## src/rtl/fsm_serialtx.sv

```systemverilog
// Serial frame transmitter: start bit, LSB-first data, optional odd parity, stop bit(s).
// A one-entry holding buffer lets consecutive frames leave with no idle gap.
module fsm_serialtx #(
  parameter int unsigned DATA_BITS = 8,
  parameter int unsigned PARITY_EN = 0,
  parameter int unsigned STOP_BITS = 1
) (
  input  logic                 clk,
  input  logic                 resetn,
  input  logic                 in_valid,
  input  logic [DATA_BITS-1:0] in_byte,
  output logic                 in_ready,
  output logic                 out,
  output logic                 busy,
  output logic                 done
);

  localparam int unsigned MAXC = (DATA_BITS > STOP_BITS) ? DATA_BITS : STOP_BITS;
  localparam int unsigned CW   = $clog2(MAXC + 1);
  localparam logic [CW-1:0] DATA_LAST = CW'(DATA_BITS - 1);
  localparam logic [CW-1:0] STOP_LAST = CW'(STOP_BITS - 1);

  typedef enum logic [2:0] {
    S_IDLE,
    S_START,
    S_DATA,
    S_PARITY,
    S_STOP
  } state_t;

  state_t               state_q, state_d;
  logic [CW-1:0]        cnt_q, cnt_d;
  logic [DATA_BITS-1:0] shift_q, shift_d;
  logic [DATA_BITS-1:0] buf_data_q, buf_data_d;
  logic                 buf_full_q, buf_full_d;
  logic                 par_q, par_d;
  logic                 out_q, out_d;
  logic                 pull;

  always_comb begin
    state_d    = state_q;
    cnt_d      = cnt_q;
    shift_d    = shift_q;
    par_d      = par_q;
    out_d      = out_q;
    buf_full_d = buf_full_q;
    buf_data_d = buf_data_q;
    pull       = 1'b0;

    // out_d is the line value for the state being entered, so out stays a pure flop
    unique case (state_q)
      S_IDLE: begin
        if (buf_full_q) pull = 1'b1;
        else            out_d = 1'b1;
      end
      S_START: begin
        state_d = S_DATA;
        out_d   = shift_q[0];
        par_d   = shift_q[0];
        shift_d = shift_q >> 1;
        cnt_d   = '0;
      end
      S_DATA: begin
        if (cnt_q == DATA_LAST) begin
          if (PARITY_EN != 0) begin
            state_d = S_PARITY;
            out_d   = ~par_q;
          end else begin
            state_d = S_STOP;
            out_d   = 1'b1;
            cnt_d   = '0;
          end
        end else begin
          cnt_d   = cnt_q + 1'b1;
          out_d   = shift_q[0];
          par_d   = par_q ^ shift_q[0];
          shift_d = shift_q >> 1;
        end
      end
      S_PARITY: begin
        state_d = S_STOP;
        out_d   = 1'b1;
        cnt_d   = '0;
      end
      S_STOP: begin
        if (cnt_q == STOP_LAST) begin
          if (buf_full_q) begin
            pull = 1'b1;
          end else begin
            state_d = S_IDLE;
            out_d   = 1'b1;
          end
        end else begin
          cnt_d = cnt_q + 1'b1;
        end
      end
      default: begin
        state_d = S_IDLE;
        out_d   = 1'b1;
      end
    endcase

    // Pull needs a full buffer and accept an empty one, so they are exclusive
    if (pull) begin
      state_d    = S_START;
      out_d      = 1'b0;
      shift_d    = buf_data_q;
      buf_full_d = 1'b0;
      cnt_d      = '0;
    end else if (in_valid && !buf_full_q) begin
      buf_full_d = 1'b1;
      buf_data_d = in_byte;
    end
  end

  always_ff @(posedge clk or negedge resetn) begin
    if (!resetn) begin
      state_q    <= S_IDLE;
      cnt_q      <= '0;
      shift_q    <= '0;
      buf_data_q <= '0;
      buf_full_q <= 1'b0;
      par_q      <= 1'b0;
      out_q      <= 1'b1;
    end else begin
      state_q    <= state_d;
      cnt_q      <= cnt_d;
      shift_q    <= shift_d;
      buf_data_q <= buf_data_d;
      buf_full_q <= buf_full_d;
      par_q      <= par_d;
      out_q      <= out_d;
    end
  end

  assign in_ready = !buf_full_q;
  assign out      = out_q;
  assign busy     = (state_q != S_IDLE);
  assign done     = (state_q == S_STOP) && (cnt_q == STOP_LAST);

endmodule
```

## config.mk

```make
export PLATFORM = sky130hd
export DESIGN_NAME = fsm_serialtx
export DESIGN_NICKNAME = d
export VERILOG_FILES = /design/src/rtl/fsm_serialtx.sv
export SDC_FILE = /design/constraint.sdc
export NUM_CORES = 1
export LEC_CHECK = 0
export BUFFER_PORTS_ARGS = -buffer_cell sky130_fd_sc_hd__clkbuf_2
export CAP_MARGIN = 10
export CORE_MARGIN = 3
export CORE_UTILIZATION = 50
export DETAILED_ROUTE_END_ITERATION = 10
export PLACE_DENSITY = 0.7
export SYNTH_ARGS = -nofsm -noshare
export SYNTH_HDL_FRONTEND = slang
export SYNTH_SLANG_ARGS = --single-unit
```

## constraint.sdc

```tcl
create_clock -name clk -period 2 [get_ports clk]
set_clock_uncertainty 0.2 [all_clocks]
set_input_delay 0.4 -clock clk [delete_from_list [all_inputs] [get_ports clk]]
set_output_delay 0.4 -clock clk [all_outputs]
set_load 0.01 [all_outputs]
```

==> qor.yml <==
worstSetupPathType: "register to output pin"
route.detailed.drc: 0
syn_to_final_growth_pct: 22.94
clockPowerShare_pct: 8.3
wirelength_um: 3062
setup_slack_ns: -0.1406
critical_path.max_fanout: 2
violations: "negative setup slack"
syn_area_per_cell_sq_um: 9.801
p_comb_share_pct: 55.9
vias: 1202
relSlewSlack_pct: 58.81
worstSetupStartpointType: "register"
rsz0062_at_grt: "yes"
grt_overflow: 0
p_int_mw: 1.641
switchingPower_mw: 1.156
power_density_nw_per_um2: 1682
nets: 185
cp_slowest_stage_delay_ns: 0.42
io_pins: 15
path_clk_slew_ns: 0.14
die-area_sq_um: 3365
yosysSeqAreaShare_pct: 46.35
seq_power_share_pct: 35.8
cp_slowest_cell: "dfrtp_1"
die_w_um: 58.01
tightestPinTransition_ns: 0.6178
fp-row-count: 18
dieHeight_um: 58.01
core_area_sq_um: 2522
grt_util_all_layers_pct: 19.57
fin_crit_ns: 2.141
finalPower_mw: 2.797
final_cell_mix: "dfrtp_1, buf_4, nor2_1, a21oi_1, clkbuf_2"
drt-initial-drc-count: 56
synth_fp_nets: 151
fin_area_sq_um: 1663
required_ns: 1.40
grt_max_degree: 26
routabilityCongestion: 0.7911
synth_cell_types: 39
netlist_area_sq_um: 1353
cp.arrival_ns: 1.54
post_dp_cell_area_sq_um: 1479
placed_cells: 183
clock_latency_ns: 0.32
yosys_warnings: 0
dp_hpwl_um: 2043
finalSetupViolCount: 1
grt_pass1_vias: 1150
leakage_nw: 0.7459
io_buffers: 14
final_common_cell: "dfrtp_1"
max_freq_mhz: 467.2
post-place-ws_ns: 0.1017
endpoint_kind: "output pin"
cts-root-buf: "clkbuf_4"
htree_levels: 1
ant_nets: 0
switching_share_pct: 41.32
path_cells: "inv_2 -> ha_4 -> or3b_4 -> nor2_2 -> buf_2"
ir_worst_vdd_mv: 0.9551
first_pass_iters: 4
antenna_found_initial: 0
outcome: "finished, violations left"
drv_slew: 0
grt_pass1_wl_um: 5099
hold_viol_final: 0
drive_gt1_share_pct: 38.01
vias_per_cell: 5.980
hold_class: "input port to register"
finalNonFillerCells: 201
wl_per_cell_um: 15.23
clock_path_buffers: 2
antenna_cells: 0
drv_cap: 0
cts_sinks: 25
ys_ff_latch: 25
tritoncts: "yes"
syn_inst: 138
post-route-period-util_pct: 107.0
initial_core_util_pct: 53.62
cts_inserted_buffers: 3
power by group through the flow:
stage	Combinational [mW]	Clock, mW	Sequential [mW]
after floorplan	1.05	0	0.910
after global placement	1.27	0	1.00
after detailed placement	1.31	0	1.02
after CTS	1.40	0.237	1.01
after global routing	1.72	0.254	1.04
final	1.56	0.231	1.00
registers in the layout (all words and copies together), names as in the netlist:
| register | flops |
|---|---|
| buf_data_q | 8 |
| out | 1 |
| cnt_q | 4 |
| shift_q | 8 |
| state_q | 3 |
| buf_full_q | 1 |
stage by stage:
stage               util, %  hold WS (ns)  TNS (ns)
floorplan                 -      -0.09559         0
CTS                   62.05       0.09197   -0.1388
detailed placement    58.63        0.2432         0
finish                65.92       0.09263   -0.1406
global route          65.92       0.08394   -0.2277
global placement      58.63        0.2377         0
layout make-up:
cell class | instances | area (sq um)
Multi-Input combinational cell | 100 | 705.7
Tap cell | 30 | 37.54
Fill cell | 205 | 859.6
Timing Repair Buffer | 35 | 235.2
Clock buffer | 3 | 22.52
Clock inverter | 1 | 5.005
Sequential cell | 25 | 630.6
Inverter | 7 | 26.28
path summary, 6_finish.rpt:
check / slack (ns) / end / cells past startpoint / from
worst max-delay path: -0.14 / done / 5 / cnt_q[1]
worst min-delay path: 0.09 / buf_full_q / 3 / in_valid
worst max register to register: 0.06 / cnt_q[2] / 7 / cnt_q[1]
worst min register to register: 0.29 / shift_q[7] / 2 / buf_data_q[7]
max in group asynchronous: 0.77 / state_q[1] / 2 / resetn
min in group asynchronous: 0.40 / shift_q[0] / 2 / resetn
worst max-delay path, delay by kind of cell, from the launching register on:
family	cells	cell delay, ns
adders and majority gates	1	0.13
DFF	1	0.42
and+or+nand+nor	2	0.46
buffers and inverters	2	0.21
cell usage after synthesis:
| library cell | n | share of area, % |
|---|---|---|
| dfstp_2 | 1 | 1.9 |
| o21ai_1 | 1 | 0.37 |
| mux2_2 | 9 | 7.5 |
| nor3_2 | 1 | 0.74 |
| ha_1 | 2 | 1.8 |
| dfrtp_1 | 24 | 44 |
| or3b_1 | 1 | 0.65 |
| o22ai_1 | 1 | 0.46 |
| clkbuf_1 | 1 | 0.28 |
| nand2b_1 | 2 | 0.92 |
| a21oi_1 | 16 | 5.9 |
| nand3b_1 | 1 | 0.56 |
| nand3_1 | 4 | 1.5 |
| a211oi_2 | 1 | 0.92 |
| nor4bb_1 | 1 | 0.74 |
| nor3_1 | 1 | 0.37 |
| or2b_1 | 1 | 0.56 |
| a22oi_1 | 7 | 3.9 |
| nor3b_2 | 1 | 0.92 |
| o21a_1 | 2 | 1.1 |
| a22o_1 | 8 | 5.2 |
| o31ai_1 | 1 | 0.56 |
| nand2_1 | 5 | 1.4 |
| clkinv_1 | 1 | 0.28 |
| nor2_1 | 18 | 5.0 |
| buf_2 | 3 | 1.1 |
| buf_4 | 2 | 1.1 |
| and3b_1 | 1 | 0.65 |
| or3_1 | 1 | 0.46 |
| o2111ai_1 | 1 | 0.65 |
| o21ai_0 | 3 | 1.1 |
| nand4_1 | 1 | 0.46 |
| o21ai_2 | 1 | 0.65 |
| or2_2 | 2 | 0.92 |
| nor3b_1 | 1 | 0.56 |
| inv_1 | 6 | 1.7 |
| a2bb2oi_1 | 1 | 0.65 |
| a211oi_1 | 2 | 1.1 |
| nor2b_1 | 2 | 0.92 |
logic make-up after synthesis:
logic type,Yosys count,synth area share (%)
AO/OA/AOI/OAI,45,22.57
AND/OR/NAND/NOR,44,17.30
flip-flops,25,46.35
buffers and inverters,13,4.439
multiplexers,9,7.493
adder cells (fa/ha/maj),2,1.850
repair_timing:
action	in CTS	in global routing
resized for setup	7	10
setup buffers	4	10
pin swaps	2	4
hold buffers	1	0
hold endpoints to repair	24	0
endpoints found under the setup margin	2	11
metal layers:
layer	track usage (%)	up-vias	routed length, um
li1	-	574	-
met1	24.39	580	1372
met2	33.06	44	1452
met3	3.786	4	186
met4	8.278	0	51
met5	0	-	0
(Power assumes the default switching activity.)
